**config.mk**
```make
export PLATFORM = sky130hd
export DESIGN_NAME = crc_seq_arb
export DESIGN_NICKNAME = d
export VERILOG_FILES = /design/src/rtl/crc_seq_arb.sv
export SDC_FILE = /design/constraint.sdc
export NUM_CORES = 1
export LEC_CHECK = 0
export CAP_MARGIN = 20
export CORE_UTILIZATION = 45
export DETAILED_ROUTE_END_ITERATION = 6
export PLACE_DENSITY = 0.8
export SLEW_MARGIN = 15
export SYNTH_ARGS = -nofsm -noshare
export SYNTH_HDL_FRONTEND = slang
export SYNTH_SLANG_ARGS = --single-unit
```
**constraint.sdc**
```tcl
create_clock -name clk -period 5.15 [get_ports clk]
set_clock_uncertainty 0.05 [all_clocks]
set_input_delay 0.7725 -clock clk [delete_from_list [all_inputs] [get_ports clk]]
set_output_delay 0.7725 -clock clk [all_outputs]
set_load 0.01 [all_outputs]
```
**src/rtl/crc_seq_arb.sv**
```systemverilog
// Two-channel word-serial CRC engine sharing one external 256-entry lookup table.
// A round-robin arbiter in IDLE picks a channel; RUN folds one byte per cycle into that channel's context.
module crc_seq_arb #(
    parameter logic [31:0] CRC_INIT = 32'h0,
    parameter logic [31:0] XOR_OUT  = 32'h0
) (
    input  logic        clk,
    input  logic        rst,
    input  logic        req_valid_0,
    input  logic        req_valid_1,
    output logic        req_ready_0,
    output logic        req_ready_1,
    input  logic [31:0] req_data_0,
    input  logic [31:0] req_data_1,
    input  logic        req_first_0,
    input  logic        req_first_1,
    input  logic        req_last_0,
    input  logic        req_last_1,
    output logic [31:0] crc_0,
    output logic [31:0] crc_1,
    output logic        crc_valid_0,
    output logic        crc_valid_1,
    output logic [31:0] tab_addr,
    input  logic [31:0] tab_rdata,
    output logic        busy
);

    typedef enum logic [1:0] {IDLE, RUN, DONE} state_t;

    state_t      state_q, state_d;
    logic [1:0]  byte_cnt_q, byte_cnt_d;
    logic [31:0] data_q, data_d;
    logic        first_q, first_d;
    logic        last_q, last_d;
    logic        chan_q, chan_d;
    logic        prio_q, prio_d;
    logic [31:0] ctx0_q, ctx0_d;
    logic [31:0] ctx1_q, ctx1_d;
    logic [31:0] crc0_q, crc0_d;
    logic [31:0] crc1_q, crc1_d;
    logic        crcv0_q, crcv0_d;
    logic        crcv1_q, crcv1_d;

    logic        grant;
    logic [7:0]  cur_byte;
    logic [31:0] base;
    logic [31:0] ctx_new;

    always_comb begin
        state_d     = state_q;
        byte_cnt_d  = byte_cnt_q;
        data_d      = data_q;
        first_d     = first_q;
        last_d      = last_q;
        chan_d      = chan_q;
        prio_d      = prio_q;
        ctx0_d      = ctx0_q;
        ctx1_d      = ctx1_q;
        crc0_d      = crc0_q;
        crc1_d      = crc1_q;
        crcv0_d     = 1'b0;
        crcv1_d     = 1'b0;
        req_ready_0 = 1'b0;
        req_ready_1 = 1'b0;
        tab_addr    = 32'h0;

        // prio_q names the channel that wins when both request.
        grant = req_valid_0 ? (req_valid_1 ? prio_q : 1'b0) : 1'b1;

        case (byte_cnt_q)
            2'd0:    cur_byte = data_q[31:24];
            2'd1:    cur_byte = data_q[23:16];
            2'd2:    cur_byte = data_q[15:8];
            default: cur_byte = data_q[7:0];
        endcase
        if (first_q && byte_cnt_q == 2'd0) base = CRC_INIT;
        else                               base = chan_q ? ctx1_q : ctx0_q;
        ctx_new = {base[23:0], 8'h00} ^ tab_rdata;

        case (state_q)
            IDLE: begin
                if (req_valid_0 || req_valid_1) begin
                    req_ready_0 = ~grant;
                    req_ready_1 = grant;
                    data_d      = grant ? req_data_1  : req_data_0;
                    first_d     = grant ? req_first_1 : req_first_0;
                    last_d      = grant ? req_last_1  : req_last_0;
                    chan_d      = grant;
                    prio_d      = ~grant;
                    byte_cnt_d  = 2'd0;
                    state_d     = RUN;
                end
            end
            RUN: begin
                tab_addr   = {24'h0, base[31:24] ^ cur_byte};
                byte_cnt_d = byte_cnt_q + 2'd1;
                if (chan_q) ctx1_d = ctx_new;
                else        ctx0_d = ctx_new;
                if (byte_cnt_q == 2'd3) begin
                    if (last_q) begin
                        // Result and its pulse become visible together during DONE.
                        state_d = DONE;
                        if (chan_q) begin
                            crc1_d  = ctx_new ^ XOR_OUT;
                            crcv1_d = 1'b1;
                        end else begin
                            crc0_d  = ctx_new ^ XOR_OUT;
                            crcv0_d = 1'b1;
                        end
                    end else begin
                        state_d = IDLE;
                    end
                end
            end
            DONE: begin
                if (chan_q) ctx1_d = CRC_INIT;
                else        ctx0_d = CRC_INIT;
                state_d = IDLE;
            end
            default: state_d = IDLE;
        endcase
    end

    always_ff @(posedge clk or posedge rst) begin
        if (rst) begin
            state_q    <= IDLE;
            byte_cnt_q <= 2'd0;
            data_q     <= 32'h0;
            first_q    <= 1'b0;
            last_q     <= 1'b0;
            chan_q     <= 1'b0;
            prio_q     <= 1'b0;
            ctx0_q     <= CRC_INIT;
            ctx1_q     <= CRC_INIT;
            crc0_q     <= 32'h0;
            crc1_q     <= 32'h0;
            crcv0_q    <= 1'b0;
            crcv1_q    <= 1'b0;
        end else begin
            state_q    <= state_d;
            byte_cnt_q <= byte_cnt_d;
            data_q     <= data_d;
            first_q    <= first_d;
            last_q     <= last_d;
            chan_q     <= chan_d;
            prio_q     <= prio_d;
            ctx0_q     <= ctx0_d;
            ctx1_q     <= ctx1_d;
            crc0_q     <= crc0_d;
            crc1_q     <= crc1_d;
            crcv0_q    <= crcv0_d;
            crcv1_q    <= crcv1_d;
        end
    end

    assign crc_0       = crc0_q;
    assign crc_1       = crc1_q;
    assign crc_valid_0 = crcv0_q;
    assign crc_valid_1 = crcv1_q;
    assign busy        = (state_q != IDLE);

endmodule

```
==> reports/summary.md, run 1 <==
The post-route minimum period is 3.96 ns. The library cell used most frequently in the layout, excluding fill and tap cells, is clkdlybuf4s50_1. The post-synthesis instance total came out at 778. The top-level port count is 205.

The tools report the kind of end point of the critical path as a primary output. STA puts the critical path data arrival time at 3.14 ns. By area the synthesized netlist is led by dfrtp_1 (53%), nand2_1 (8.1%), mux2i_1 (6.6%). The final instance area is 10500 um2, and the global placement routability congestion is 0.781. The logs give 52.7% for the sequential share of the synthesized area and 5977 for the via count.

The run gives 4 as the number of H-tree branching levels. The standard cell core area is 17400 um2, and the post-synthesis average cell area is 10.4 um2. Summing every instance area after synthesis gives 8080 um2.

The routed design uses 9.49 mm of met2 wire. Entering global routing, the biggest net connects 79 pins. Once the floorplan was initialized, standard cells occupied 46.4% of the core. The top cell types in the final layout, fill and taps aside, are clkdlybuf4s50_1 (180), nand2_1 (175), dfrtp_1 (169).

TritonCTS built the clock tree. The number of buffers and inverters on the critical path is 2. Data on the critical path is required at its endpoint by 4.33 ns. The setup fix buffers added after clock tree synthesis was 0. The tightest slew margin relative to the limit came out at 32.6%.

Number of optimization iterations in the first detailed-route pass: 7. The worst hold path belongs to the class flip-flop to flip-flop. Row generation in the floorplan step produced 48 rows. In the final routed layout, each cell accounts on average for 16.6 um.

The run gives 0 ns as the final setup TNS. The clock edge transition at the registers on the reported setup and hold paths is 0.07 ns. The max-slew violation count is 0, and the number of gates resized after CTS is 0. In this run the tool buffered the top-level ports with 180 buffer cells.

For the final-report setup violation count, the log shows 0. IR analysis of the VDD net gives a maximum drop of 0.399 mV. The met1 wire length is 8.62 mm, and the number of different library cells in the post-synthesis netlist is 40. The cell family contributing the most delay on the critical path is buffers and inverters. In the final design database the tool counted 1047 nets. Among the stages of the critical path, the cell type that occurs most often is clkdlybuf4s50_1. The master cell of the clock root buffer was clkbuf_16.

Number of antenna violations at the first check in global routing: 1. The worst setup path is launched from an input port. The number of buffers created by CTS was 17; the maximum number of buffers from clock root to sink was 2. The total clock sinks is 170. After detailed placement, the total cell area comes to 9850 um2. In this run the worst path has a maximum fanout of 23.

For the final-report hold violation count, the log shows 0. The cell type with the highest aggregate area in the netlist was dfrtp_1. The flow ran to the end, and the final reports show no timing, DRC or antenna violations. Across the run, the number of max-cap violations was 0. The routed design uses 1.10 mm of met3 wire. The total design power is 7370 uW. The highest layer touched by signal routing is met5. The tools report the number of global-route vias before repair as 6084. The signal on the critical path passes through clkdlybuf4s50_1 -> a21boi_4 -> nor2_2 -> clkdlybuf4s50_1.

Post-route DRC violation count: 0. For this design the static power due to leakage is 0.00483 uW. The layout cell share with drive strength beyond 1 was 9.60%; the number of warnings issued by yosys was 0.

The repair_antennas step left the layout with diodes totalling 0. Power spread over the standard cell area amounts to 703 nW/um2. Setup repair after global routing left no endpoint under its margin. Summed over all nets, the half-perimeter wirelength after detailed placement is 13.4 mm. Buffers inserted to repair hold after CTS numbered 0.

Worst-skew pair later-pin latency: 0.43 ns. The post-route fraction of the period consumed by the critical path came out at 77.0%. The first routing iteration left 470 violations. In this run the biggest area consumer among cell types represents 52.7% of the synthesized area. The via count normalized by instance count is 5.10, and the full die area is 18500 um2. The final layout contains routed wiring with a total length of 19.5 mm.

Global-route usage over all layers: 22.1%. The count of filler cells inserted in the layout came out at 1435. The share of the core filled with cells is 60.3%, and the achievable clock frequency is 0.252 GHz. In this run the vertical extent of the chip is 136 um. Synthesis inferred 170 register bits. For this run, the slowest stage of the critical path takes 0.78 ns. Final hold analysis gives a worst-case slack of 0.430 ns.

The first global-routing pass estimated 31.1 mm of wire. The chip width came out at 136 um. By startpoint and endpoint, the worst setup path is classified as input port to primary output.

Among all stages on the critical path, the largest delay is contributed by nor2_2. The residual overflow from global routing is 0. For the pin with the worst max-slew slack, the measured transition is 1.01 ns.

In this run the remaining antenna-violating nets after routing total 0. Relative to the synthesized area, the layout overhead comes to 29.9%.
worst paths after layout:
check | start | to | slack [ns] | depth (start not counted)
max in group asynchronous | rst | crc_0[14] | 3.11 | 3
worst max-delay path | req_valid_1 | req_ready_1 | 1.19 | 4
worst max register to register | state_q[1] | ctx1_q[29] | 1.54 | 6
min in group asynchronous | rst | crc_valid_1 | 0.74 | 2
worst min register to register | crc_1[0] | crc_1[0] | 0.43 | 2
worst min-delay path | crc_1[0] | crc_1[0] | 0.43 | 2
cell type report:
class / instances / area (um2) / area share, %
Multi-Input combinational cell: 522 / 3310 / 31.6
Clock inverter: 15 / 190 / 1.81
Tap cell: 225 / 282 / 2.68
Timing Repair Buffer: 187 / 1890 / 18.0
Sequential cell: 170 / 4260 / 40.6
Clock buffer: 17 / 425 / 4.05
Inverter: 37 / 143 / 1.36
cell families (layout without fill, tap and decap cells):
kind of cell               count (synthesis)  count (layout)  synth area share, %
buffers and inverters                    109             256                 7.51
DFF                                      170             170                 52.7
xor gates and xnor gates                  33              33                 5.53
other                                      1              24               0.0464
muxes                                     53              53                 6.57
and+or+nand+nor                          236             236                 13.7
adders and majority gates                  8               8                 1.24
AOI/OAI and AO/OA                        168             168                 12.7
Yosys cell counts:
cell type and number:
o21bai_4 1, nor2_4 20, buf_1 3, nand2_2 1, xnor2_2 21, a21o_1 1, nor2_2 2, clkinv_1 1
o21ai_1 100, clkbuf_1 22, o21a_1 2, ha_1 8, nor2b_1 1, buf_2 8, xor2_1 8, o221ai_1 1
and2_1 9, mux2i_1 53, a21oi_1 2, a222oi_1 29, buf_6 7, nor3_1 1, and2_4 1, inv_2 1
nor2_1 12, buf_8 2, buf_4 30, a21boi_4 1, dfrtp_1 170, or2_1 3, nand4_1 1, nand3_1 2
xnor2_1 4, o21ai_0 29, conb_1 1, inv_1 35, o21ai_2 1, nand2b_1 8, a31oi_1 1, nand2_1 175
through the flow:
| stage | instances | setup slack (ns) |
|---|---|---|
| final | 1173 | 1.19 |
| after global routing | 1173 | 1.02 |
| after global placement | 1140 | 1.31 |
| after CTS | 1172 | 1.19 |
| after detailed placement | 1140 | 1.23 |
| after floorplan | 801 | 2.16 |
registers in the layout, summed over array words and instances, names as in the netlist:
signal	cells
ctx1_q	32
crc_1	32
ctx0_q	32
state_q	2
crc_0	32
last_q	1
chan_q	1
data_q	32
crc_valid_0	1
crc_valid_1	1
byte_cnt_q	2
prio_q	1
first_q	1
worst min-delay path, stage by stage, from the launching register on:
cell,delay (ns)
dfrtp_1,0.35
nand2_1,0.05
nand2_1,0.05
where the power goes:
| part | internal [uW] | switching (uW) | leakage (uW) |
|---|---|---|---|
| clock network | 772 | 561 | 0.000292 |
| logic | 1660 | 1960 | 0.00251 |
| registers | 2020 | 410 | 0.00202 |
per-layer routing:
layer,vias to the layer above,GRT usage (%)
met5,-,0
met4,2,7.28
met3,23,5.74
met2,179,36.0
met1,2887,28.6
li1,2886,-
(Power assumes the default switching activity.)
==> inputs of run 2 (changes only) <==
CORE_UTILIZATION = 50   (was 45)
PLACE_DENSITY = 0.84   (was 0.8)
clock period = 3.69 ns   (was 5.15 ns; I/O delays follow)
==> reports/summary.md, run 2 (synthesized netlist as in run 1, its figures left out) <==
The run finished, with violations left. The checks that failed: design-rule violations. The logs give 6117 for the number of global-route vias before repair and 24.6% for the global-route usage over all layers. STA classifies the critical path startpoint as a flip-flop. After clock tree synthesis, the clock-pin slew on the worst setup and hold paths is 0.06 ns.

The post-route minimum period came out at 3.36 ns. The logs give 0 ns for the final setup TNS and 483 for the DRC marker count from the first detailed-route iteration. Dividing total power by cell area gives a power density of 980 nW/um2. The logs give 0 for the number of max-cap violations and 0.539 mV for the worst IR drop on VDD. The post-route fraction of the period consumed by the critical path came out at 91.0%.

The die covers 16700 um2. The max-slew violation count was 0. The run gives 1055 as the number of nets in the layout. 205 I/O pins were placed. The logs give 19.3 mm for the wire length reported by the detailed router and 170 for the total clock sinks. The number of gates resized after CTS is 0, and the count of buffers inserted at the top-level ports is 180. In the layout the commonest cells are clkdlybuf4s50_1 (180), nand2_1 (175), dfrtp_1 (169). Detailed placement finished with a half-perimeter wire length of 13.4 mm. Entering global routing, the biggest net connects 58 pins.

The via count normalized by instance count is 5.23, and the final antenna-violating net count is 0. The run gives 46 as the cell row count. The worst setup path is of the flip-flop to primary output kind. The layout cell share with drive strength beyond 1 was 10.3%; the arrival time reported for the critical path endpoint was 2.76 ns. The chip width was 129 um.

Setup repair after global routing left no endpoint under its margin. The number of cells on the worst reg-to-reg path is 5. Hold repair after CTS inserted 0 buffers. For the number of buffers created by CTS, the log shows 17.

The number of antenna violations at the first check in global routing came out at 0. The number of optimization iterations in the first detailed-route pass is 7, and the largest fanout on the critical path is 8. The setup check on the worst reg-to-reg path leaves a slack of 0.86 ns. Die boundary height: 129 um. TritonCTS built the clock tree.

The most common library cell in the layout ignoring fill and taps is clkdlybuf4s50_1. The worst hold path passes through 2 cells. The global placement routability congestion came out at 0.815. The maximum number of buffers from clock root to sink was 2.

The worst setup path is captured at a primary output. Timing would allow up to 0.298 GHz. The routed wirelength normalized by instance count was 16.4 um. The initial utilization of the core area, before any placement, comes to 51.0%. For this block, the via count after detailed routing is 6124.

The final-report hold violation count was 0. For this run, the number of standard cells in the final layout without fillers is 1172. Fill cells in the final layout number 1188.

The first global-routing pass estimated 31.2 mm of wire. The cell sitting at the root of the clock tree is a clkbuf_16. The region available for standard cell placement spans 15800 um2. The type of the tightest min-delay check was flip-flop to flip-flop. The tools report the residual overflow from global routing as 0. At the pin with the least slew margin, the transition time is 0.976 ns. The run gives 3310 um2 as the area occupied by multi-input gates. Setup violations remaining at the end of the flow were counted as 0. The worst-skew pair later-pin latency is 0.42 ns, and the setup fix buffers added after clock tree synthesis is 0. Area added between synthesis and finish: 30.3%. The number of cells after detailed placement is 1139, and the sequential cell area in the final layout is 4260 um2.

The leakage dissipation came out at 0.00487 uW. The number of H-tree branching levels was 4. Data on the critical path is required at its endpoint by 3.09 ns.

Final hold analysis gives a worst-case slack of 0.428 ns. The antenna diode instance count was 0. In the routed design, unresolved DRC markers number 9. Measured against its own limit, the worst slew margin works out to 34.9%.
-- run 2: final timing paths --
| path | start | to |
|---|---|---|
| setup / recovery | byte_cnt_q[0] | tab_addr[4] |
| hold / removal | ctx1_q[4] | ctx1_q[4] |
| setup reg to reg | state_q[1] | ctx0_q[29] |
| hold reg to reg | ctx1_q[4] | ctx1_q[4] |
| max in group asynchronous | rst | ctx1_q[25] |
| min in group asynchronous | rst | crc_valid_0 |
-- run 2: report_power, final --
group          internal, uW  total [uW]  switching (uW)
Sequential             2820        3390             567
Clock                  1120        1840             727
Combinational          2340        5090            2750
Total                  6270       10300            4050
-- run 2: routing by layer --
| layer | routed length, um | share of wire, % | up-vias | global-route usage, % |
|---|---|---|---|---|
| met4 | 355 | 1.8 | 0 | 8.65 |
| met1 | 7920 | 41 | 2994 | 31.1 |
| met2 | 9760 | 51 | 204 | 41.4 |
| li1 | - | - | 2898 | - |
| met3 | 1250 | 6.5 | 28 | 5.70 |
| met5 | 0 | 0 | - | 0 |
-- run 2: layout make-up --
| cell class | count | share of cell area [%] |
|---|---|---|
| Clock inverter | 11 | 1.37 |
| Tap cell | 216 | 2.57 |
| Clock buffer | 21 | 4.47 |
| Sequential cell | 170 | 40.4 |
| Inverter | 37 | 1.35 |
| Multi-Input combinational cell | 522 | 31.5 |
| Timing Repair Buffer | 195 | 18.4 |
-- run 2: worst max-delay path: stages, from the launching register on --
cell and delay, ns:
dfrtp_1 0.43, inv_1 0.12, ha_1 0.33, a222oi_1 0.42, mux2i_1 0.16, xor2_1 0.18
and2_1 0.14, clkdlybuf4s50_1 0.56
-- run 2: metrics by stage --
| step | utilization, % | total power (uW) | instance area, um2 | worst slack, ns |
|---|---|---|---|---|
| finish | 66.5 | 10300 | 10500 | 0.331 |
| global route | 66.5 | 11100 | 10500 | 0.115 |
| CTS | 66.3 | 10400 | 10500 | 0.316 |
| detailed placement | 62.5 | 8470 | 9890 | 0.839 |
| global placement | 62.5 | 8310 | 9890 | 0.889 |
| floorplan | - | 6690 | 8170 | 0.918 |
==> inputs of run 3 (changes only) <==
CORE_UTILIZATION = 53   (was 50)
PLACE_DENSITY = 0.88   (was 0.84)
clock period = 4 ns   (was 3.69 ns; I/O delays follow)
==> reports/summary.md, run 3 (synthesized netlist as in run 1, its figures left out) <==
The run finished, with violations left. The final reports fail on design-rule violations. The type of the setup path with the least slack was flip-flop to primary output. Gates resized during post-CTS repair numbered 0.

No sink is reached through more buffers than the 2 on the longest clock path. Global routing finished with a remaining overflow of 0. Final setup slack of the worst path: 0.508 ns. Leaving out fill and tap cells, the most frequent cell in the layout is clkdlybuf4s50_1.

For this configuration, the core starts out at a cell density of 55.0%. The clock edge transition at the registers on the reported setup and hold paths is 0.07 ns, and the power share of the clock group is 17.3%. The max-slew violation count was 0; the via count normalized by instance count was 5.41. STA puts the critical path data arrival time at 2.84 ns. Setup repair after global routing left no endpoint under its margin.

Along the worst path, the maximum fanout reaches 8. The tools report the DRC marker count from the first detailed-route iteration as 526. For this design the top-level I/O count stands at 205. The maximum number of pins on one net before global-route repair is 171, and the area added between synthesis and finish is 29.0%.

The standard cell area after detailed placement is 9840 um2, and the wire length reported by the detailed router is 19.7 mm. In this run the remaining antenna-violating nets after routing total 0. The first TritonRoute pass finished after 7 iterations. The number of nets in the layout is 1051, and the count of filler cells inserted in the layout is 1017.

The post-route minimum period was 3.49 ns. The tightest min-delay check is of the flip-flop to flip-flop type. The largest single stage delay on the critical path is 0.53 ns. After detailed routing, the average wire length per cell comes to 17.3 um. The number of hold buffers added after CTS was 0.

Across the run, the number of max-cap violations was 0. The number of H-tree branching levels was 4. For the total clock sinks, the log shows 170. The wire-length estimate of the detail-placed layout is 13.4 mm. The run gives 0.949 ns as the pre-CTS setup slack. The cell sitting at the root of the clock tree is a clkbuf_16. For the final-report hold violation count, the log shows 0.

In the final layout, the share of cells above drive strength 1 is 9.77%. Setup violations remaining at the end of the flow were counted as 0. The run gives 70.9% as the share of the core filled with cells.

After routing, the total negative slack on setup checks comes to 0 ns. The logs give 15700 um2 for the full die area and 49.5% for the share of power burned in combinational logic. Global placement routability congestion: 0.837. The tools report the cell row count as 44. TritonCTS built the clock tree. Summed over all cells, the static leakage comes to 0.00483 uW. The element type at the critical path start was a flip-flop.

Internal power comes to 5700 uW. The signal on the critical path passes through inv_1 -> ha_1 -> a222oi_1 -> mux2i_1 -> xor2_1 -> and2_1 -> clkdlybuf4s50_1. The die is 125 um tall. Port buffering added 180 buffers.

The chip width is 125 um, and the number of global-route vias before repair is 6303. In the routed design, unresolved DRC markers number 13. Library cell contributing the largest single delay on the critical path: clkdlybuf4s50_1. For the final instance area, the log shows 10400 um2.

For the via count, the log shows 6151. In the layout the commonest cells are clkdlybuf4s50_1 (180), nand2_1 (175), dfrtp_1 (169). The number of clock buffers added by TritonCTS is 17. After layout, the worst path uses 87.3% of the clock period. The critical path required time is 3.35 ns, and the worst IR drop on VDD is 0.443 mV.

The repair_antennas step left the layout with diodes totalling 0. The run gives 35.9% as the tightest slew margin relative to the limit. Global routing used 26.1% of the available tracks.

The total area inside the core boundary comes to 14700 um2. For this design the ratio of total power to cell area is 912 nW/um2. The analysis attributes to net switching a power of 3800 uW.

On the final layout, the worst hold slack is 0.425 ns. The transition at the pin with the smallest max-transition slack came out at 0.961 ns. In this run switching power makes up 40.0% of total power.

The setup fix buffers added after clock tree synthesis is 0, and the achievable clock frequency is 0.286 GHz. The later pin in the worst-skew pair is clocked with a latency of 0.43 ns. Registers are responsible for 33.2% of the overall power.

The first global-routing pass estimated 32.1 mm of wire. The tools report the kind of end point of the critical path as a primary output. The tools report the number of antenna violations at the first check in global routing as 0.
==> run 3: cell types whose count changed in the layout (fill, tap and decap cells not counted) <==
cell	delta
inv_6	+4
buf_12	+1
buf_16	-1
clkbuf_8	-2
buf_4	-4
bufinv_16	-1
clkbuf_1	+1
clkinv_2	-2
==> run 3: final timing paths <==
check / end / depth (start not counted) / start / slack, ns
setup / recovery: tab_addr[3] / 7 / byte_cnt_q[0] / 0.51
hold / removal: crc_1[0] / 2 / crc_1[0] / 0.43
setup reg to reg: ctx1_q[30] / 7 / state_q[1] / 1.23
hold reg to reg: crc_1[0] / 2 / crc_1[0] / 0.43
max in group asynchronous: chan_q / 3 / rst / 2.52
min in group asynchronous: crc_valid_1 / 3 / rst / 0.74
==> run 3: critical path: cells and delay by family, from the launching register on <==
kind	cells	cell delay, ns
AOI/OAI and AO/OA	1	0.43
and+or+nand+nor	1	0.14
DFF	1	0.44
xor gates and xnor gates	1	0.21
adders and majority gates	1	0.32
buffers and inverters	2	0.66
muxes	1	0.21
==> run 3: power by group through the flow <==
stage	Combinational, uW	Sequential, uW	Clock (uW)
CTS	4740	3150	1660
floorplan	3030	3140	0
detailed placement	4710	3160	0
global route	5140	3260	1740
finish	4710	3160	1640
global placement	4560	3130	0
==> run 3: routing by layer <==
layer	GRT usage [%]	wire length [um]
met1	32.5	8190
met4	10.8	459
met2	43.5	9820
met3	6.76	1210
met5	0	0
==> run 3: layout make-up <==
class / count / area (um2) / area share (%)
timing repair buffer: 191 / 1900 / 18.2
tap: 184 / 230 / 2.21
sequential: 170 / 4260 / 40.8
multi-input combinational: 522 / 3310 / 31.8
clock buffer: 20 / 447 / 4.29
inverter: 37 / 143 / 1.37
clock inverter: 12 / 139 / 1.33
==> run 3: through the flow <==
stage | power [uW] | cells
final | 9510 | 1136
after global routing | 10100 | 1136
after CTS | 9560 | 1136
after detailed placement | 7870 | 1104
after global placement | 7690 | 1104
after floorplan | 6170 | 801
